<file path="config.mk">
export PLATFORM = sky130hd
export DESIGN_NAME = mem_stage
export DESIGN_NICKNAME = d
export VERILOG_FILES = /design/src/rtl/rv32_mem_pkg.sv /design/src/rtl/mem_lane_align.sv /design/src/rtl/mem_stage.sv
export SDC_FILE = /design/constraint.sdc
export NUM_CORES = 1
export LEC_CHECK = 0
export CAP_MARGIN = 0
export CORE_UTILIZATION = 30
export CTS_CLUSTER_DIAMETER = 150
export DETAILED_ROUTE_END_ITERATION = 10
export DONT_BUFFER_PORTS = 1
export GPL_TIMING_DRIVEN = 1
export PLACE_DENSITY = 0.53
export SLEW_MARGIN = 5
export SYNTH_ARGS = -nofsm -noshare
export SYNTH_HDL_FRONTEND = slang
export SYNTH_SLANG_ARGS = --single-unit
</file>
<file path="constraint.sdc">
create_clock -name clk -period 2.5 [get_ports clk]
set_clock_uncertainty 0.05 [all_clocks]
set_input_delay 0.75 -clock clk [delete_from_list [all_inputs] [get_ports clk]]
set_output_delay 0.75 -clock clk [all_outputs]
set_load 0.02 [all_outputs]
</file>
<file path="src/rtl/rv32_mem_pkg.sv">
// Shared definitions for the RV32I MEM stage: funct3 access codes and FSM state type.
package rv32_mem_pkg;

    localparam logic [2:0] F3_LB  = 3'b000;
    localparam logic [2:0] F3_LH  = 3'b001;
    localparam logic [2:0] F3_LW  = 3'b010;
    localparam logic [2:0] F3_LBU = 3'b100;
    localparam logic [2:0] F3_LHU = 3'b101;
    localparam logic [2:0] F3_SB  = 3'b000;
    localparam logic [2:0] F3_SH  = 3'b001;
    localparam logic [2:0] F3_SW  = 3'b010;

    typedef enum logic {MS_IDLE, MS_WAIT} mem_state_t;

endpackage

</file>
<file path="src/rtl/mem_lane_align.sv">
// Combinational lane steering: byte enables, store replication, load extension, alignment check.
module mem_lane_align
    import rv32_mem_pkg::*;
(
    input  logic [2:0]  funct3_i,
    input  logic [1:0]  addr_i,
    input  logic [31:0] wdata_i,
    input  logic [31:0] rdata_i,
    output logic [3:0]  be_o,
    output logic [31:0] wdata_o,
    output logic [31:0] rdata_o,
    output logic        misaligned_o
);

    logic        is_byte;
    logic        is_half;
    logic        is_word;
    logic        is_signed;
    logic [31:0] rdata_shifted;

    assign is_byte       = funct3_i inside {F3_LB, F3_LBU, F3_SB};
    assign is_half       = funct3_i inside {F3_LH, F3_LHU, F3_SH};
    assign is_word       = funct3_i inside {F3_LW, F3_SW};
    assign is_signed     = funct3_i inside {F3_LB, F3_LH};
    // Bring the addressed lane down to bit 0 before extension.
    assign rdata_shifted = rdata_i >> {addr_i, 3'b000};

    always_comb begin
        be_o         = 4'b0000;
        wdata_o      = wdata_i;
        rdata_o      = rdata_shifted;
        misaligned_o = 1'b0;
        if (is_byte) begin
            be_o    = 4'b0001 << addr_i;
            wdata_o = {4{wdata_i[7:0]}};
            rdata_o = {{24{is_signed & rdata_shifted[7]}}, rdata_shifted[7:0]};
        end else if (is_half) begin
            be_o         = 4'b0011 << {addr_i[1], 1'b0};
            wdata_o      = {2{wdata_i[15:0]}};
            rdata_o      = {{16{is_signed & rdata_shifted[15]}}, rdata_shifted[15:0]};
            misaligned_o = addr_i[0];
        end else if (is_word) begin
            be_o         = 4'b1111;
            misaligned_o = |addr_i;
        end
    end

endmodule

</file>
<file path="src/rtl/mem_stage.sv">
// RV32I MEM stage: data-bus access FSM with timeout, fault reporting and the MEM/WB register.
module mem_stage
    import rv32_mem_pkg::*;
#(
    parameter int unsigned TIMEOUT_CYCLES = 16
) (
    input  logic        clk,
    input  logic        rst,
    input  logic [4:0]  rd_addr_i,
    input  logic [31:0] rd_data_i,
    input  logic        rd_wen_i,
    input  logic        mem_re_i,
    input  logic        mem_we_i,
    input  logic [2:0]  mem_funct3_i,
    input  logic [31:0] mem_wdata_i,
    input  logic [31:0] csr_wdata_i,
    input  logic [31:0] csr_waddr_i,
    input  logic        csr_wen_i,
    output logic        stall_o,
    output logic        dbus_req_o,
    output logic        dbus_we_o,
    output logic [31:0] dbus_addr_o,
    output logic [3:0]  dbus_be_o,
    output logic [31:0] dbus_wdata_o,
    input  logic        dbus_ack_i,
    input  logic [31:0] dbus_rdata_i,
    output logic [4:0]  wb_rd_addr_o,
    output logic [31:0] wb_rd_data_o,
    output logic        wb_rd_wen_o,
    output logic [31:0] wb_csr_wdata_o,
    output logic [31:0] wb_csr_waddr_o,
    output logic        wb_csr_wen_o,
    output logic        mem_fault_o,
    output logic [31:0] mem_fault_addr_o
);

    localparam int unsigned CntW = (TIMEOUT_CYCLES > 1) ? $clog2(TIMEOUT_CYCLES) : 1;
    localparam logic [CntW-1:0] CntLast = CntW'(TIMEOUT_CYCLES - 1);

    mem_state_t      state_q, state_d;
    logic [CntW-1:0] cnt_q, cnt_d;
    logic            fault_d;
    logic            done;
    logic            bubble;
    logic            mem_op;
    logic            misaligned;
    logic [31:0]     rdata_ext;

    logic [4:0]      wb_rd_addr_q;
    logic [31:0]     wb_rd_data_q;
    logic            wb_rd_wen_q;
    logic [31:0]     wb_csr_wdata_q;
    logic [31:0]     wb_csr_waddr_q;
    logic            wb_csr_wen_q;
    logic            mem_fault_q;
    logic [31:0]     mem_fault_addr_q;

    mem_lane_align u_align (
        .funct3_i     (mem_funct3_i),
        .addr_i       (rd_data_i[1:0]),
        .wdata_i      (mem_wdata_i),
        .rdata_i      (dbus_rdata_i),
        .be_o         (dbus_be_o),
        .wdata_o      (dbus_wdata_o),
        .rdata_o      (rdata_ext),
        .misaligned_o (misaligned)
    );

    assign mem_op      = mem_re_i | mem_we_i;
    assign dbus_we_o   = mem_we_i;
    assign dbus_addr_o = {rd_data_i[31:2], 2'b00};

    always_comb begin
        state_d    = state_q;
        cnt_d      = cnt_q;
        dbus_req_o = 1'b0;
        stall_o    = 1'b0;
        fault_d    = 1'b0;
        done       = 1'b0;
        case (state_q)
            MS_IDLE: begin
                if (mem_op) begin
                    if ((mem_re_i & mem_we_i) | misaligned) begin
                        fault_d = 1'b1;
                    end else begin
                        dbus_req_o = 1'b1;
                        if (dbus_ack_i) begin
                            done = 1'b1;
                        end else begin
                            stall_o = 1'b1;
                            state_d = MS_WAIT;
                            cnt_d   = '0;
                        end
                    end
                end
            end
            MS_WAIT: begin
                if (dbus_ack_i) begin
                    dbus_req_o = 1'b1;
                    done       = 1'b1;
                    state_d    = MS_IDLE;
                    cnt_d      = '0;
                end else if (cnt_q == CntLast) begin
                    // Give up: release the pipeline and report a bus fault.
                    fault_d = 1'b1;
                    state_d = MS_IDLE;
                    cnt_d   = '0;
                end else begin
                    dbus_req_o = 1'b1;
                    stall_o    = 1'b1;
                    cnt_d      = cnt_q + 1'b1;
                end
            end
            default: state_d = MS_IDLE;
        endcase
        if (rst) begin
            dbus_req_o = 1'b0;
            stall_o    = 1'b0;
        end
    end

    assign bubble = stall_o | fault_d;

    always_ff @(posedge clk) begin
        if (rst) begin
            state_q          <= MS_IDLE;
            cnt_q            <= '0;
            wb_rd_addr_q     <= '0;
            wb_rd_data_q     <= '0;
            wb_rd_wen_q      <= 1'b0;
            wb_csr_wdata_q   <= '0;
            wb_csr_waddr_q   <= '0;
            wb_csr_wen_q     <= 1'b0;
            mem_fault_q      <= 1'b0;
            mem_fault_addr_q <= '0;
        end else begin
            state_q        <= state_d;
            cnt_q          <= cnt_d;
            wb_rd_addr_q   <= rd_addr_i;
            wb_rd_data_q   <= (done & mem_re_i) ? rdata_ext : rd_data_i;
            wb_rd_wen_q    <= rd_wen_i & ~bubble;
            wb_csr_wdata_q <= csr_wdata_i;
            wb_csr_waddr_q <= csr_waddr_i;
            wb_csr_wen_q   <= csr_wen_i & ~bubble;
            mem_fault_q    <= fault_d;
            if (fault_d) begin
                mem_fault_addr_q <= rd_data_i;
            end
        end
    end

    assign wb_rd_addr_o     = wb_rd_addr_q;
    assign wb_rd_data_o     = wb_rd_data_q;
    assign wb_rd_wen_o      = wb_rd_wen_q;
    assign wb_csr_wdata_o   = wb_csr_wdata_q;
    assign wb_csr_waddr_o   = wb_csr_waddr_q;
    assign wb_csr_wen_o     = wb_csr_wen_q;
    assign mem_fault_o      = mem_fault_q;
    assign mem_fault_addr_o = mem_fault_addr_q;

endmodule

</file>
Word-level counts from Yosys, hierarchy flattened
Index checks and enable logic that the tools add are counted.
{"block": "totals", "reg_bits": 141, "in_bits": 175, "out_inout_bits": 207, "elab_cells": 77}
{"block": "classes", "add_sub_neg": 1, "n_eq_ne": 8, "shifts": 3, "mux": 38, "bitwise": 11, "reduce_logical": 6}
{"op": "two-way mux 32 bit", "n": 5}
{"op": "two-way mux 4 bit", "n": 8}
{"op": "right shift 32 x 5 -> 32 bit", "n": 1}
{"op": "two-way mux 1 bit", "n": 20}
{"op": "case mux 1 bit (2 select lines)", "n": 4}
{"op": "case mux 4 bit (2 select lines)", "n": 1}
{"op": "bitwise AND 1 bit", "n": 6}
{"op": "== test 3 bit, second input constant", "n": 2}
{"op": "!= test 2 bit, second input constant", "n": 3}
{"op": "nonzero test 3 bit", "n": 2}
{"op": "adder 4 x 1 -> 4 bit, second input constant", "n": 1}
{"op": "== test 4 bit, second input constant", "n": 1}
{"op": "<< shifter 1 x 2 -> 4 bit, first input constant", "n": 1}
{"op": "<< shifter 2 x 2 -> 4 bit, first input constant", "n": 1}
{"op": "== test 3 x 1 -> 1 bit, second input constant", "n": 1}
{"op": "== test 3 x 2 -> 1 bit, second input constant", "n": 1}
{"op": "logical NOT 3 bit", "n": 1}
{"op": "OR 1 bit", "n": 3}
{"op": "AND reduction 3 bit", "n": 1}
{"op": "NOT 1 bit", "n": 2}
{"op": "nonzero test 2 bit", "n": 1}
{"op": "OR reduction 2 bit", "n": 1}

Depth between registers and ports, before layout
{"block": "logic_depth", "word_depth": 12, "ltp_mapped": 7, "mapped_depth_nobuf": 5}

Modules after synthesis
From an unflattened synthesis, not the netlist that was laid out.
{"block": "hier_totals", "cells_unflattened": 717, "hier_area_um2": 6622.6}
{"mod": "mem_stage", "n_inst": 1, "cells_each": 518, "area_each_um2": 5348.9, "seq_area_each_um2": 2822.7}
{"mod": "mem_lane_align", "n_inst": 1, "cells_each": 199, "area_each_um2": 1273.7, "seq_area_each_um2": 0.0}

Worst setup path after synthesis
No wires, ideal clock.
{"block": "synth_timing", "path_kind": "input to output", "startpoint": "input mem_funct3_i[0]", "endpoint": "output dbus_wdata_o[24]", "arrival_ps": 1891, "t_required_ps": 1700, "slack_ps": -191, "cell_stages": 4, "path_buffers": 2, "path_cell_list": "buf_6 > clkbuf_1 > mux2i_1 > o21ai_0"}
{"block": "synth_via", "elab_chain_len": 4, "word_cells_on_any_way": 8, "classes_between": "3 x eq/ne; 2 x mux; 3 x reduce/logical"}
{"item": "from (decl)", "line": "mem_stage.sv:14", "source": "input logic [2:0] mem_funct3_i,"}
{"item": "== test 3 x 1 -> 1 bit / == test 3 bit (equally long branches)", "line": "mem_lane_align.sv:22", "source": "assign is_half = funct3_i inside {F3_LH, F3_LHU, F3_SH};"}
{"item": "nonzero test 3 bit", "line": "mem_lane_align.sv:22"}
{"item": "two-way mux 32 bit", "line": "mem_lane_align.sv:37", "source": "end else if (is_half) begin"}
{"item": "two-way mux 32 bit *", "line": "mem_lane_align.sv:33", "source": "if (is_byte) begin"}
{"item": "to (decl)", "line": "mem_stage.sv:24", "source": "output logic [31:0] dbus_wdata_o,"}
Mark *: on every way between the ends. The rest lies on a longest branch, timed or not.

Worst setup path after layout
{"block": "layout_timing", "startpoint": "input mem_funct3_i[0]", "endpoint": "output stall_o"}
{"block": "layout_via", "elab_chain_len": 9, "word_cells_on_any_way": 15, "classes_between": "4 x eq/ne; 7 x mux; 1 x bitwise; 3 x reduce/logical"}
{"item": "== test 3 x 1 -> 1 bit (tied with other cells)", "line": "mem_lane_align.sv:22"}
{"item": "nonzero test 3 bit / two-way mux 1 bit (equally long branches)", "line": "mem_lane_align.sv:22, mem_lane_align.sv:42"}
{"item": "two-way mux 1 bit", "line": "mem_lane_align.sv:37"}
{"item": "two-way mux 1 bit *", "line": "mem_lane_align.sv:33"}
{"item": "OR 1 bit *", "line": "mem_stage.sv:83", "source": "if ((mem_re_i & mem_we_i) | misaligned) begin"}
{"item": "two-way mux 1 bit *", "line": "mem_stage.sv:83"}
{"item": "two-way mux 1 bit *", "line": "mem_stage.sv:82", "source": "if (mem_op) begin"}
{"item": "case mux 1 bit (2 select lines) *", "line": "mem_stage.sv:80", "source": "case (state_q)"}
{"item": "two-way mux 1 bit *", "line": "mem_stage.sv:116", "source": "if (rst) begin"}
{"item": "to (decl)", "line": "mem_stage.sv:19", "source": "output logic stall_o,"}
Marks and branches as above.

==> results.sh <==
export IMPL_die_h_um=148
export IMPL_cts_tree="done"
export IMPL_slew_headroom=0.605
export IMPL_p_leak_nw=2.69
export IMPL_synth_most_common_cell="dfxtp_1"
export IMPL_ys_seq_elements=141
export IMPL_utilization=0.331
export IMPL_min_path_cells=1
export IMPL_clkPwrFrac=0.440
export IMPL_drtPass1Iterations=4
export IMPL_insertion_delay_ns=0.42
export IMPL_vias=4412
export IMPL_start_util=0.305
export IMPL_synthFlopType="dfxtp_1"
export IMPL_drc=0
export IMPL_swShare=0.286
export IMPL_yosysTopAreaCell="dfxtp_1"
export IMPL_die_w_um=148
export IMPL_min_period_over_period=0.969
export IMPL_numPortBuffers=0
export IMPL_seq_power_share=0.466
export IMPL_synthTopCellsByCount="dfxtp_1, nor2b_1, nand2b_1"
export IMPL_vias_per_cell=4.97
export IMPL_cts_root_buf="clkbuf_16"
export IMPL_worst_setup_path_end_kind="output pin"
export IMPL_ant_nets=0
export IMPL_synth_cell_type_count=46
export IMPL_ys_top_cells_by_area="dfxtp_1, mux2i_1, nor2b_1"
export IMPL_grt_pass1_wl_mm=28.1
export IMPL_design_core_area_mm2=0.0210
export IMPL_hold_class="input port to flop"
export IMPL_setup_tns_ns=0
export IMPL_setup_viol=0
export IMPL_grt_use_total=0.176
export IMPL_cellInternalPower_mw=4.07
export IMPL_cp_endpoint="stall_o"
export IMPL_hold_viol=0
export IMPL_wl_per_cell_um=22.7
export IMPL_ff2ff_setup_slack_ns=0.58
export IMPL_place_congestion=0.805
export IMPL_grt_pass1_vias=4372
export IMPL_ys_seq_area_frac=0.441
export IMPL_switchingPower_mw=1.63
export IMPL_layout_drive_gt1_share=0.160
export IMPL_synth_top_cell_area_share=0.441
export IMPL_status="finished clean"
export IMPL_r2r_cells=7
export IMPL_nFillCells=2130
export IMPL_worstPathRequired_ns=1.70
export IMPL_syn_avg_cell_area_um2=9.76
export IMPL_ios=382
export IMPL_dp_cells=855
export IMPL_fin_area_mm2=0.00693
export IMPL_multi_input_area_mm2=0.00304
export IMPL_regArea_mm2=0.00282
export IMPL_finalPower_mw=5.70
export IMPL_synth_edf_count=0
export IMPL_placed_area_mm2=0.00631
export IMPL_ys_warnings_count=0
export IMPL_nNetsFinal=776
export IMPL_maxCapViolCount=0
export IMPL_final_instance_count_excl_fill=888
export IMPL_syn_inst=656
export IMPL_preCtsSetupSlack_ns=0.0478
export IMPL_whs_ns=0.383
export IMPL_async_reset_ff_frac=0
export IMPL_num_rows=53
export IMPL_grt_max_degree=178
export IMPL_h_tree_depth=4
export IMPL_comb_power_share=0.094
export IMPL_wl_mm=20.2
export IMPL_overflow=0
export IMPL_cts_clk_slew_worst_paths_ns=0.07
export IMPL_antenna_cells=0
export IMPL_cts_sinks=141
export IMPL_worstSetupPathType="input port to output pin"
export IMPL_rsz0062_at_grt="false"
export IMPL_dp_hpwl_mm=15.0
export IMPL_cts_made_buffers=17
export IMPL_start_kind="input port"
export IMPL_drt_iter0_drc=178
export IMPL_area_delta_synth_final_pct=8.23
export IMPL_worst_pin_slew_ns=0.593
export IMPL_arrival_ns=1.62
export IMPL_worstPathMaxFanout=20
export IMPL_startpoint="mem_funct3_i[0]"
export IMPL_antenna_found_initial=1
export IMPL_min_period_ns=2.42
export IMPL_r2r_end="mem_fault_addr_o[14]"
export IMPL_clock_fmax_mhz=413
export IMPL_irDropWorstVdd_mv=0.374
export IMPL_die_area_mm2=0.0219
export IMPL_cts_max_path_buffers=2
export IMPL_powerDensity_mw_per_mm2=823
export IMPL_final_max_slew_violation_count=0
export IMPL_fin_ws_ns=0.0780
export IMPL_netlist_area_mm2=0.00640
export IMPL_reg2reg_from="cnt_q[0]"
worst min path at each step:
stage               startpoint                to  slack (ns)
detailed placement    cnt_q[3]          cnt_q[3]        0.46
floorplan             cnt_q[3]          cnt_q[3]        0.42
global route               rst  wb_rd_data_o[15]        0.33
CTS                        rst   wb_rd_data_o[7]        0.34
global placement      cnt_q[3]          cnt_q[3]        0.43
finish                     rst   wb_rd_data_o[3]        0.38
power groups by stage:
stage               Sequential, mW  Clock, mW  Combinational, mW
finish                        2.66       2.51              0.536
global route                  2.67       2.70              0.584
CTS                           2.66       2.60              0.544
detailed placement            2.71          0              0.540
global placement              2.71          0              0.529
floorplan                     2.67          0              0.605
cells in the final DEF (no fill, tap or decap), types with 4 or more instances in the layout:
master	instances
a21oi_1	33
nand2_1	61
clkbuf_16	17
o2bb2ai_1	8
buf_4	12
a311oi_2	10
nand2b_1	71
inv_8	4
inv_1	4
o2111ai_1	5
o21ai_0	8
a211oi_1	9
dfxtp_1	140
a311oi_1	7
nand3_1	9
nor2_1	8
o21ai_1	9
inv_6	4
nor2b_1	72
mux2_2	22
mux2i_1	52
area by class of cell:
type / count / share of cell area
timing repair buffer: 13 / 0.0159
sequential: 141 / 0.408
multi-input combinational: 422 / 0.439
clock inverter: 14 / 0.0211
inverter: 5 / 0.00289
clock buffer: 18 / 0.0634
tap: 275 / 0.0497
kinds of logic after synthesis:
logic type      after synthesis  synth area share
compound gates              105             0.128
xor+xnor                      2           0.00274
fa+ha+maj                     1           0.00195
buf+inv                      94            0.0915
flops                       141             0.441
mux                          75             0.124
other cells                   1          0.000586
simple gates                237             0.210
critical path, cell delays in order:
cell and delay [ns]:
nand4bb_4 0.13, nand4_1 0.24, o21ai_1 0.25, nor2b_4 0.25
timing repair:
action                                  in CTS  in global routing
setup buffers                                0                  1
resized for setup                            3                  4
endpoints found under the setup margin       1                  2
pin swaps                                    1                  1
hold buffers                                 0                  0
metal layers:
metal | global-route usage | up-vias | wire length (um)
li1 | - | 2082 | -
met1 | 0.178 | 2065 | 7450
met2 | 0.336 | 249 | 10900
met3 | 0.0610 | 14 | 1600
met4 | 0.0485 | 2 | 215
met5 | 0 | - | 13
sequential cells by signal, summed over array words and instances, names as in the netlist:
| signal | flops |
|---|---|
| state_q | 1 |
| wb_csr_wen_o | 1 |
| cnt_q | 4 |
| wb_rd_data_o | 32 |
| wb_csr_waddr_o | 32 |
| wb_rd_wen_o | 1 |
| mem_fault_o | 1 |
| wb_csr_wdata_o | 32 |
| wb_rd_addr_o | 5 |
| mem_fault_addr_o | 32 |
No activity file was read; power rests on OpenSTA's default activity.
